**src/rtl/seq_divider_pkg.sv**
```systemverilog
// Shared definitions for the sequential restoring divider: default width, FSM states and
// iteration-counter sizing.
package seq_divider_pkg;

  localparam int unsigned DefWidth = 32;

  typedef enum logic [1:0] {
    StIdle,
    StCalc,
    StFix,
    StDone
  } div_state_e;

  // Bits needed to count 0 .. n-1 iterations.
  function automatic int unsigned cnt_width(input int unsigned n);
    return (n < 2) ? 1 : $clog2(n);
  endfunction

  localparam int unsigned CntW = cnt_width(DefWidth);

endpackage

```
**src/rtl/seq_divider_csa.sv**
```systemverilog
// Carry-select adder: low half ripples, high half is precomputed for both carries and selected.
module seq_divider_csa #(
  parameter int unsigned WIDTH = 33
) (
  input  logic [WIDTH-1:0] x,
  input  logic [WIDTH-1:0] y,
  input  logic             cin,
  output logic [WIDTH-1:0] sum,
  output logic             cout
);

  localparam int unsigned Lo = WIDTH / 2;
  localparam int unsigned Hi = WIDTH - Lo;

  logic [Lo:0] lo_sum;
  logic [Hi:0] hi_sum0, hi_sum1, hi_sel;

  always_comb begin
    lo_sum  = {1'b0, x[Lo-1:0]} + {1'b0, y[Lo-1:0]} + {{Lo{1'b0}}, cin};
    hi_sum0 = {1'b0, x[WIDTH-1:Lo]} + {1'b0, y[WIDTH-1:Lo]};
    hi_sum1 = {1'b0, x[WIDTH-1:Lo]} + {1'b0, y[WIDTH-1:Lo]} + {{Hi{1'b0}}, 1'b1};
    hi_sel  = lo_sum[Lo] ? hi_sum1 : hi_sum0;
    sum     = {hi_sel[Hi-1:0], lo_sum[Lo-1:0]};
    cout    = hi_sel[Hi];
  end

endmodule

```
**src/rtl/seq_divider.sv**
```systemverilog
// Sequential restoring divider, one quotient bit per cycle, with signed/unsigned modes,
// divide-by-zero and signed-overflow flags.
module seq_divider
  import seq_divider_pkg::*;
#(
  parameter int unsigned WIDTH       = DefWidth,
  parameter int unsigned CALC_CYCLES = WIDTH
) (
  input  logic             clk,
  input  logic             rst,
  input  logic             start,
  input  logic             signed_op,
  input  logic [WIDTH-1:0] a,
  input  logic [WIDTH-1:0] b,
  output logic             busy,
  output logic             done,
  output logic [WIDTH-1:0] quotient,
  output logic [WIDTH-1:0] remainder,
  output logic             div_by_zero,
  output logic             overflow
);

  localparam int unsigned CW = cnt_width(CALC_CYCLES);
  localparam logic [CW-1:0] LastCnt = CW'(CALC_CYCLES - 1);

  div_state_e state_q;
  logic [CW-1:0]    cnt_q;
  logic [WIDTH-1:0] dvd_q, dvs_q, rem_q, quo_q;
  logic             q_neg_q, r_neg_q, ovf_q;

  logic             a_neg, b_neg, is_ovf, nonneg, unused_diff_msb;
  logic [WIDTH-1:0] mag_a, mag_b, rem_next;
  logic [WIDTH:0]   trial, diff;

  always_comb begin
    a_neg    = signed_op & a[WIDTH-1];
    b_neg    = signed_op & b[WIDTH-1];
    mag_a    = a_neg ? -a : a;
    mag_b    = b_neg ? -b : b;
    is_ovf   = signed_op && (a == {1'b1, {(WIDTH-1){1'b0}}}) && (b == '1);
    // Partial remainder is below the divisor, so one extra bit holds the shifted trial value.
    trial    = {rem_q, dvd_q[WIDTH-1]};
    rem_next = nonneg ? diff[WIDTH-1:0] : trial[WIDTH-1:0];
  end

  seq_divider_csa #(
    .WIDTH(WIDTH + 1)
  ) u_sub (
    .x   (trial),
    .y   (~{1'b0, dvs_q}),
    .cin (1'b1),
    .sum (diff),
    .cout(nonneg)
  );

  assign unused_diff_msb = diff[WIDTH];

  always_ff @(posedge clk) begin
    if (rst) begin
      state_q     <= StIdle;
      cnt_q       <= '0;
      dvd_q       <= '0;
      dvs_q       <= '0;
      rem_q       <= '0;
      quo_q       <= '0;
      q_neg_q     <= 1'b0;
      r_neg_q     <= 1'b0;
      ovf_q       <= 1'b0;
      busy        <= 1'b0;
      done        <= 1'b0;
      quotient    <= '0;
      remainder   <= '0;
      div_by_zero <= 1'b0;
      overflow    <= 1'b0;
    end else begin
      done <= 1'b0;
      unique case (state_q)
        StIdle: begin
          if (start) begin
            if (b == '0) begin
              quotient    <= '1;
              remainder   <= a;
              div_by_zero <= 1'b1;
              overflow    <= 1'b0;
              done        <= 1'b1;
              state_q     <= StDone;
            end else begin
              dvd_q   <= mag_a;
              dvs_q   <= mag_b;
              rem_q   <= '0;
              quo_q   <= '0;
              q_neg_q <= a_neg ^ b_neg;
              r_neg_q <= a_neg;
              ovf_q   <= is_ovf;
              cnt_q   <= '0;
              busy    <= 1'b1;
              state_q <= StCalc;
            end
          end
        end
        StCalc: begin
          rem_q <= rem_next;
          quo_q <= {quo_q[WIDTH-2:0], nonneg};
          dvd_q <= dvd_q << 1;
          cnt_q <= cnt_q + 1'b1;
          if (cnt_q == LastCnt) state_q <= StFix;
        end
        StFix: begin
          quotient    <= q_neg_q ? -quo_q : quo_q;
          remainder   <= r_neg_q ? -rem_q : rem_q;
          div_by_zero <= 1'b0;
          overflow    <= ovf_q;
          busy        <= 1'b0;
          done        <= 1'b1;
          state_q     <= StDone;
        end
        StDone: state_q <= StIdle;
        default: state_q <= StIdle;
      endcase
    end
  end

endmodule

```
**config.mk**
```make
export PLATFORM = sky130hd
export DESIGN_NAME = seq_divider
export DESIGN_NICKNAME = d
export VERILOG_FILES = /design/src/rtl/seq_divider_pkg.sv /design/src/rtl/seq_divider_csa.sv /design/src/rtl/seq_divider.sv
export SDC_FILE = /design/constraint.sdc
export NUM_CORES = 1
export LEC_CHECK = 0
export ABC_AREA = 1
export CAP_MARGIN = 20
export CORE_MARGIN = 4
export CORE_UTILIZATION = 28
export CTS_CLUSTER_DIAMETER = 60
export DETAILED_ROUTE_END_ITERATION = 12
export PLACE_DENSITY = 0.51
export SETUP_SLACK_MARGIN = 0.05
export SLEW_MARGIN = 20
export SYNTH_ARGS = -nofsm -noshare
export SYNTH_HDL_FRONTEND = slang
export SYNTH_SLANG_ARGS = --single-unit
```
**constraint.sdc**
```tcl
create_clock -name clk -period 3.2 [get_ports clk]
set_input_delay 0.64 -clock clk [delete_from_list [all_inputs] [get_ports clk]]
set_output_delay 0.64 -clock clk [all_outputs]
set_load 0.01 [all_outputs]
```
==> results_dict.tcl <==
set metrics [dict create \
    track_usage_pct 17.0 \
    drc 0 \
    dieHeight_um 228 \
    hp-start "rst" \
    dpl_worst_slack_ns 0.147 \
    ff2ff_setup_slack_ns 0.33 \
    synth-adder-area-share_pct 4.27 \
    worst-endpoint-required_ns 3.61 \
    worst_pin_slew_ns 0.800 \
    wl_met3_um 2050 \
    finClkSkew_ns 0.0238 \
    initial_core_util_pct 28.4 \
    fp.dieW_um 228 \
    grt_pass1_vias 13600 \
    outcome "complete, no violations" \
    top_layer "met4" \
    combPwrFrac_pct 24.9 \
    yosys_register_bits 206 \
    synth_compound_area_share_pct 18.3 \
    grt_overflow_total 0 \
    worst_hold_slack_ns 0.455 \
    r2r_cells 18 \
    layout_setup_ws_ns 0.326 \
    drt_wl_total_um 45800 \
    drive_gt1_share_pct 7.96 \
    clkPwrFrac_pct 39.3 \
    wl_per_cell_um 15.9 \
    worstSetupPathType "reg -> reg" \
    yosys_most_used_dff "dfxtp_1" \
    syn_avg_cell_area_sq_um 6.41 \
    sw_frac_of_total_pct 32.3 \
    whs_path_depth 2 \
    finalNetCount 2372 \
    num_antenna_cells 0 \
    antenna_found_initial 0 \
    setup_viol_count_final 0 \
    routabilityCongestion 0.897 \
    intPower_mw 5.39 \
    crit_fanout 32 \
    cp_num_cells 18 \
    fin_crit_sh_pct 89.8 \
    dieArea_sq_mm 0.0519 \
    seq_power_share_pct 35.8 \
    syn_nets 2226 \
    hold_viol 0 \
    seq_area_frac_synth_pct 30.5 \
    clkLatencyLatePin_ns 0.57 \
    rows 80 \
    synth_area_leaders "dfxtp_1 30%, nand2_1 14%, a21oi_1 8.6%" \
    setup_tns_ns 0 \
    regToRegStartpoint "dvs_q[16]$_SDFFE_PP0P_" \
    drt_iter0_drc 947 \
    slew_headroom_pct 46.6 \
    hold_class "in -> reg" \
    numCtsBuffers 27 \
    clock_path_buffers 3 \
    power_switching_mw 2.57 \
    rsz0062_at_grt "no" \
    wl_met1_um 21600 \
    cp.arrival_ns 3.29 \
    postLayoutCellArea_sq_mm 0.0169 \
    htree_levels 1 \
    synth.most_common_cell "nand2_1" \
    crit_buf_inv 2 \
    endpoint_kind "flop" \
    synth_common_cells "508 x nand2_1, 233 x a21oi_1, 212 x inv_1, 206 x dfxtp_1" \
    design.core.area_sq_mm 0.0477 \
    wl_met2_um 21000 \
    fin_util_pct 35.4 \
    dpl_cell_area_sq_mm 0.0160 \
    synth_xor_area_share_pct 6.40 \
    cp_slowest_stage_delay_ns 0.40 \
    cts-root-buf "clkbuf_16" \
    syn_to_final_growth_pct 24.9 \
    cap_violations 0 \
    synth_top_family_by_area "simple AND/OR/NAND/NOR gates" \
    rr_endpoint "rem_q[20]$_SDFFE_PP0P_" \
    ios 136 \
    ant_nets 0 \
    syn_inst 2113 \
    leakagePower_nw 7.13 \
    synth-warning-count 0 \
    crit_chain "inv_1 > ha_1 > fa_2 > nand3_2 > nand2_2 > nand2_2 > nand2_1 > nand2_1 > nand2_2 > nor2_4 > nand3_4 > nor2_8 > nand2_2 > nand2_4 > buf_12 > nand3_1 > nand3_1 > a21oi_1" \
    critPathLaunchType "flop" \
    path_common_cell "nand2_2" \
    grt_max_degree 57 \
    slowest_stage "fa_2" \
    irDropWorstVdd_mv 0.387 \
    synth-edff-count 0 \
    cts_tree "done" \
    synthesis.area_sq_mm 0.0135 \
    vias_per_cell 4.88 \
    fmax_ghz 0.348 \
    cts.sinks 206 \
    powerDensity_mw_per_mm2 470 \
    muxShareOfSynthArea_pct 0.0739 \
    drv_slew 0 \
    drt_pre_antenna_iters 6 \
    fillers 5099 \
    min_to "quo_q[19]$_SDFFE_PP0P_" \
    clk_pin_slew_ns 0.06 \
    yosysTopAreaCell "dfxtp_1" \
    async_flop_share_pct 0 \
    critPathTopFamily "simple AND/OR/NAND/NOR gates" \
    port_buffers 135 \
    netlist-cell-type-count 54 \
    place_hpwl_um 34700 \
    synth_top_area_share_pct 30.5 \
    synth-simple-area-share_pct 31.1 \
    via_count 14100 \
    grt_pass1_wl_um 73300 \
    fin_crit_ns 2.87 \
]
metrics by stage:
step / power [mW] / std cells
after floorplan: 4.19 / 2113
after global placement: 4.87 / 2844
after detailed placement: 4.88 / 2844
after CTS: 8.03 / 2889
after global routing: 8.41 / 2890
final: 7.95 / 2890
flip-flops by register name (all words and copies together) (netlist names):
signal,cells
dvd_q,32
dvs_q,32
quo_q,32
quotient,32
rem_q,32
remainder,32
cnt_q,5
state_q,2
busy,1
div_by_zero,1
done,1
overflow,1
ovf_q,1
q_neg_q,1
r_neg_q,1
worst max-delay path by stage:
stage / start / endpoint / slack (ns)
6_report: dvs_q[16]$_SDFFE_PP0P_ / rem_q[20]$_SDFFE_PP0P_ / 0.33
5_1_grt: dvs_q[16]$_SDFFE_PP0P_ / rem_q[23]$_SDFFE_PP0P_ / 0.07
4_1_cts: dvs_q[16]$_SDFFE_PP0P_ / rem_q[31]$_SDFFE_PP0P_ / 0.14
3_5_place_dp: b[0] / dvs_q[25]$_SDFFE_PP0P_ / 0.15
3_3_place_gp: b[0] / dvs_q[25]$_SDFFE_PP0P_ / 0.15
2_1_floorplan: dvs_q[16]$_SDFFE_PP0P_ / rem_q[19]$_SDFFE_PP0P_ / 0.65
cell usage in the layout, fill, tap and decap left out, types with 3 or more instances in the layout:
master	n
nor4_1	15
clkbuf_16	27
buf_4	70
xor2_1	75
dfxtp_1	204
nand2_1	508
ha_1	43
nor3_1	27
clkdlybuf4s50_1	134
o21ai_0	171
o211ai_1	10
o31ai_1	3
xnor2_1	24
nor2_2	5
nor2_1	170
buf_12	11
o21ai_1	5
nor2_4	4
nand2_2	12
nand3b_1	6
nand3_2	3
clkbuf_1	7
a21o_1	4
nand3_1	169
inv_2	13
bufinv_16	4
inv_1	210
a21oi_1	232
a31oi_1	32
clkinv_1	3
nand4_1	22
or2_2	7
per-layer routing:
layer | track usage (%) | vias to the layer above
met5 | 0 | -
met4 | 4.96 | 0
met3 | 2.48 | 66
met2 | 28.5 | 312
met1 | 22.8 | 6469
li1 | - | 7268
final cells by class:
class / instances / area [sq um] / share of cell area (%)
multi-input combinational: 1582 / 8180 / 48.3
timing repair buffer: 216 / 2100 / 12.4
clock inverter: 9 / 169 / 0.998
clock buffer: 36 / 729 / 4.31
sequential: 206 / 4130 / 24.4
tap: 615 / 769 / 4.55
inverter: 226 / 848 / 5.01
logic make-up (layout without fill, tap and decap cells):
kind of cell,after synthesis,in the layout
compound gates,470,470
xor+xnor,99,99
fa+ha+maj,45,45
buf+inv,325,487
flops,206,206
mux,1,1
simple gates,967,967
what timing repair did:
item	CTS	global route
setup endpoints to repair	0	33
gates resized for setup	0	6
buffers inserted	0	1
hold buffers	0	0
worst reg2reg max path, cell delays in order (launching register included):
cell     delay [ns]
dfxtp_1        0.32
inv_1          0.05
ha_1           0.26
fa_2           0.40
nand3_2        0.12
nand2_2        0.12
nand2_2        0.10
nand2_1        0.08
nand2_1        0.08
nand2_2        0.09
nor2_4         0.15
nand3_4        0.13
nor2_8         0.18
nand2_2        0.08
nand2_4        0.10
buf_12         0.19
nand3_1        0.12
nand3_1        0.10
a21oi_1        0.06
power groups by stage:
stage | combinational [mW] | clock, mW | sequential (mW)
after detailed placement | 1.98 | 0 | 2.90
after global placement | 1.97 | 0 | 2.90
after global routing | 2.23 | 3.31 | 2.87
after CTS | 1.99 | 3.19 | 2.85
final | 1.98 | 3.13 | 2.85
after floorplan | 1.31 | 0 | 2.88
Power figures use the tool's default switching activity.
